--- src/rtl/uart_tx_sched.sv ---
// Byte FIFO in front of a UART transmitter: bus stores enqueue bytes, and a
// four-state scheduler hands them one at a time to uart_tx (load, start, wait for done).
module uart_tx_sched #(
  parameter int DW    = 8,
  parameter int DEPTH = 8,
  parameter int CW    = $clog2(DEPTH) + 1
) (
  input  logic          clk_i,
  input  logic          rst_i,
  input  logic          cs,
  input  logic          we,
  input  logic [DW-1:0] data_i,
  input  logic          flush_i,
  input  logic          clr_ovf_i,
  input  logic          done_uart,
  output logic [DW-1:0] tx_data_o,
  output logic          byte_ready,
  output logic          t_byte,
  output logic          full_o,
  output logic          empty_o,
  output logic [CW-1:0] count_o,
  output logic          busy_o,
  output logic          ovf_o,
  output logic [1:0]    state_o
);

  localparam int AW = $clog2(DEPTH);

  // Handshake: a push is offered when cs && we; it is taken at the edge only
  // if full_o is low (and no flush). uart_tx sees byte_ready (load) then t_byte
  // (start), and answers with a one-cycle done_uart, honoured only in S_WAIT.
  typedef enum logic [1:0] {
    S_IDLE  = 2'd0,
    S_LOAD  = 2'd1,
    S_START = 2'd2,
    S_WAIT  = 2'd3
  } state_e;

  state_e        state_q;
  logic [DW-1:0] mem_q [DEPTH];
  logic [AW-1:0] rd_ptr_q, rd_ptr_d;
  logic [AW-1:0] wr_ptr_q, wr_ptr_d;
  logic [CW-1:0] count_q, count_d;
  logic          ovf_q, ovf_d;
  logic [DW-1:0] tx_data_q;
  logic          byte_ready_q;
  logic          t_byte_q;
  logic          push_req;
  logic          push_en;
  logic          pop_en;

  assign full_o     = (count_q == CW'(DEPTH));
  assign empty_o    = (count_q == '0);
  assign count_o    = count_q;
  assign busy_o     = (state_q != S_IDLE);
  assign ovf_o      = ovf_q;
  assign tx_data_o  = tx_data_q;
  assign byte_ready = byte_ready_q;
  assign t_byte     = t_byte_q;
  assign state_o    = state_q;

  always_comb begin
    push_req = cs && we;
    push_en  = push_req && !full_o && !flush_i;
    pop_en   = (state_q == S_IDLE) && !empty_o && !flush_i;

    wr_ptr_d = wr_ptr_q;
    rd_ptr_d = rd_ptr_q;
    count_d  = count_q;
    if (flush_i) begin
      wr_ptr_d = '0;
      rd_ptr_d = '0;
      count_d  = '0;
    end else begin
      if (push_en) wr_ptr_d = wr_ptr_q + AW'(1);
      if (pop_en)  rd_ptr_d = rd_ptr_q + AW'(1);
      case ({push_en, pop_en})
        2'b10:   count_d = count_q + CW'(1);
        2'b01:   count_d = count_q - CW'(1);
        default: count_d = count_q;
      endcase
    end

    // A dropped push outranks a clear on the same edge.
    ovf_d = ovf_q;
    if (clr_ovf_i) ovf_d = 1'b0;
    if (push_req && full_o) ovf_d = 1'b1;
  end

  always_ff @(posedge clk_i) begin
    if (push_en) mem_q[wr_ptr_q] <= data_i;
  end

  always_ff @(posedge clk_i or negedge rst_i) begin
    if (!rst_i) begin
      rd_ptr_q <= '0;
      wr_ptr_q <= '0;
      count_q  <= '0;
      ovf_q    <= 1'b0;
    end else begin
      rd_ptr_q <= rd_ptr_d;
      wr_ptr_q <= wr_ptr_d;
      count_q  <= count_d;
      ovf_q    <= ovf_d;
    end
  end

  // Flush never touches the scheduler: a frame already past S_IDLE runs to completion.
  always_ff @(posedge clk_i or negedge rst_i) begin
    if (!rst_i) begin
      state_q      <= S_IDLE;
      tx_data_q    <= '0;
      byte_ready_q <= 1'b0;
      t_byte_q     <= 1'b0;
    end else begin
      byte_ready_q <= 1'b0;
      t_byte_q     <= 1'b0;
      case (state_q)
        S_IDLE: begin
          if (pop_en) begin
            state_q      <= S_LOAD;
            tx_data_q    <= mem_q[rd_ptr_q];
            byte_ready_q <= 1'b1;
          end
        end
        S_LOAD: begin
          state_q  <= S_START;
          t_byte_q <= 1'b1;
        end
        S_START: begin
          state_q <= S_WAIT;
        end
        S_WAIT: begin
          if (done_uart) state_q <= S_IDLE;
        end
        default: state_q <= S_IDLE;
      endcase
    end
  end

endmodule

--- config.mk ---
export PLATFORM = sky130hd
export DESIGN_NAME = uart_tx_sched
export DESIGN_NICKNAME = d
export VERILOG_FILES = /design/src/rtl/uart_tx_sched.sv
export SDC_FILE = /design/constraint.sdc
export NUM_CORES = 1
export LEC_CHECK = 0
export ABC_AREA = 1
export CORE_ASPECT_RATIO = 2
export CORE_MARGIN = 10
export CORE_UTILIZATION = 45
export DETAILED_ROUTE_END_ITERATION = 12
export GPL_TIMING_DRIVEN = 0
export HOLD_SLACK_MARGIN = 0.12
export PLACE_DENSITY = 0.74
export SYNTH_ARGS = -nofsm -noshare
export SYNTH_HDL_FRONTEND = slang
export SYNTH_SLANG_ARGS = --single-unit
export TNS_END_PERCENT = 30
--- constraint.sdc ---
create_clock -name clk_i -period 4.6 [get_ports clk_i]
set_input_delay 0.92 -clock clk_i [delete_from_list [all_inputs] [get_ports clk_i]]
set_output_delay 0.92 -clock clk_i [all_outputs]
set_load 0.03 [all_outputs]
==> results_dict.tcl, run 1 <==
set metrics [dict create \
    viasPerCell 5.33 \
    outcome "finished clean" \
    fin_crit_sh_pct 65.6 \
    power_density_nw_per_um2 548 \
    initial_utilization_pct 46.2 \
    cp_data_arrival_time_ns 2.95 \
    drtIter0Drc 239 \
    worst_pin_slew_ns 1.35 \
    syn_nets 346 \
    nets 391 \
    diodes 0 \
    ctsLongestPathBuffers 2 \
    ctsHtreeMaxLevel 3 \
    seq_area_frac_synth_pct 67.5 \
    fin_tns_setup_ns 0 \
    yosysTopAreaCell "edfxtp_1" \
    synth_cell_types 27 \
    rsz0062_at_grt "no" \
    yosysTopAreaCellShare_pct 52.0 \
    drt-total-wl_um 8450 \
    ir_drop_mv 0.372 \
    placed_area_um2 4160 \
    hold_class "flip-flop to flip-flop" \
    wl_per_cell_um 18.1 \
    cts_tree "done" \
    syn2layout_area_growth_pct 19.8 \
    clk_latency_ns 0.33 \
    die-area_um2 12500 \
    p_leak_uw 0.00170 \
    setup_violations 0 \
    crit_fanout 8 \
    skew_ns 0.00647 \
    antenna_found_initial 0 \
    vias 2490 \
    dr.pass1.iters 5 \
    relSlewSlack_pct 9.30 \
    numPortBuffers 34 \
    io_pins 35 \
    ys_ff_latch 87 \
    die_w_um 84.1 \
    crit_required_ns 4.54 \
    die_h_um 148 \
    drv_cap 0 \
    coreArea_um2 8000 \
    synth_edf_count 64 \
    rows 46 \
    synthCells 321 \
    grt_pass1_wl_um 13400 \
    drc 0 \
    first_global_vias 2596 \
    period_minus_slack_ns 3.02 \
    grt_max_degree 24 \
    dominantRegCellSynth "edfxtp_1" \
    startpoint_type "input port" \
    place_congestion 0.797 \
    grt.total_usage_pct 13.8 \
    worst-setup-path-type "input port to flip-flop" \
    syn_area_per_cell_um2 11.5 \
    max_freq_mhz 332 \
    yosysWarnings 0 \
    place_hpwl_um 6070 \
    cts_root_buffer "clkbuf_16" \
    cts_setup_buffers 0 \
    slew_violations 0 \
    overflow 0 \
    end_kind "flip-flop" \
    cts_buffers 9 \
    synth-async-reset-ratio_pct 26.4 \
    cts_resized 0 \
    cts_sinks 87 \
    nFillCells 655 \
    detail-route-antenna-nets 0 \
    netlist_area_um2 3700 \
    netlist_top_cells_area "edfxtp_1 (52%), dfrtp_1 (16%), nor2_1 (5.6%), o21ai_0 (5.1%), nand2_1 (4.4%)" \
    drive_above_1_share_pct 10.8 \
    fin_area_um2 4430 \
    clk_transition_reported_paths_ns 0.05 \
    hold_viol_final 0 \
    hold_buffers 0 \
]
sequential cells by signal, indices dropped and copies added (netlist names):
signal / cells
mem_q: 64
tx_data_o: 8
count_o: 4
rd_ptr_q: 3
wr_ptr_q: 3
state_o: 2
byte_ready: 1
ovf_o: 1
t_byte: 1
cell type report:
| cell class | count | area [µm²] | share of cell area, % |
|---|---|---|---|
| sequential | 87 | 2500 | 56.4 |
| multi-input combinational | 201 | 1050 | 23.8 |
| timing repair buffer | 34 | 340 | 7.68 |
| clock buffer | 15 | 268 | 6.05 |
| tap | 96 | 120 | 2.71 |
| inverter | 21 | 78.8 | 1.78 |
| buffer | 12 | 68.8 | 1.55 |
| clock inverter | 1 | 3.75 | 0.0847 |
stage by stage:
| step | hold WS (ns) | power [µW] | utilization (%) | instances | setup WS, ns |
|---|---|---|---|---|---|
| CTS | 0.480 | 2440 | 55.4 | 467 | 1.65 |
| detailed placement | 0.465 | 1800 | 52.0 | 451 | 1.31 |
| finish | 0.477 | 2430 | 55.4 | 467 | 1.58 |
| global placement | 0.467 | 1770 | 52.0 | 451 | 1.32 |
| global route | 0.509 | 2560 | 55.4 | 467 | 1.47 |
| floorplan | 0.550 | 1490 | - | 321 | 2.19 |
final timing paths:
kind	start	end	slack (ns)	cells past startpoint
max	flush_i	mem_q[7][2]	1.58	6
min	tx_data_o[3]	tx_data_o[3]	0.48	2
max reg2reg	count_o[0]	mem_q[7][2]	2.17	6
min reg2reg	tx_data_o[3]	tx_data_o[3]	0.48	2
max in group asynchronous	rst_i	wr_ptr_q[2]	2.76	1
min in group asynchronous	rst_i	tx_data_o[5]	1.18	1
Yosys cell counts (3+ instances only):
cell,instances
o21ai_0,38
ha_1,9
edfxtp_1,64
nor2_2,3
o21ai_1,4
inv_1,15
a21oi_1,3
buf_2,7
nor2_1,55
o211ai_1,16
nand2_1,43
inv_2,5
dfrtp_1,23
nand2_2,6
nand3_1,12
a21oi_2,3
where the power goes:
part | leakage [µW] | switching (µW) | internal [µW]
clock network | 0.000132 | 258 | 394
logic | 0.000691 | 496 | 292
registers | 0.000877 | 64.9 | 921
total | 0.00170 | 818 | 1610
critical path: stages:
cell and delay (ns):
clkdlybuf4s50_1 0.45, inv_1 0.23, nand3_1 0.11, inv_1 0.10, nand2_1 0.10, nor3_1 1.04
cells by family (layout without fill, tap and decap cells):
logic type	after synthesis	after routing	synth area share, %
compound gates	66	66	10.4
buf+inv	33	83	3.99
simple gates	124	124	14.2
fa+ha+maj	10	10	3.59
xor+xnor	1	1	0.237
flops	87	87	67.5
cells in the final DEF (no fill, tap or decap), types with 4 or more instances in the layout:
cell,instances
clkdlybuf4s50_1,34
o21ai_0,38
edfxtp_1,64
clkbuf_16,9
ha_1,9
nor2_1,55
dfrtp_1,23
inv_2,5
o21ai_1,4
inv_1,15
nand2_1,43
clkbuf_1,6
buf_2,7
o211ai_1,16
nand3_1,12
nand2_2,6
per-layer routing:
metal,GRT usage [%],up-vias,wire [µm]
li1,-,1202,-
met1,12.8,1194,2820
met2,26.0,75,4880
met3,3.88,19,429
met4,7.66,0,319
met5,0,-,0
No activity file was read; power rests on OpenSTA's default activity.
==> run 2: changes to the inputs <==
==> constraint.sdc (replaced) <==
create_clock -name clk_i -period 3.1 [get_ports clk_i]
set_input_delay 0.62 -clock clk_i [delete_from_list [all_inputs] [get_ports clk_i]]
set_output_delay 0.62 -clock clk_i [all_outputs]
set_load 0.03 [all_outputs]
==> results of run 2 <==
The final DEF is identical to that of run 1. Status: finished clean.
Main changes from that run: setup slack after placement 1.31 ns -> 0.107 ns; setup slack after layout 1.58 ns -> 0.384 ns; register-to-register setup slack 2.17 ns -> 0.67 ns; total power 2430 µW -> 3600 µW; worst IR drop on VDD 0.372 mV -> 0.552 mV
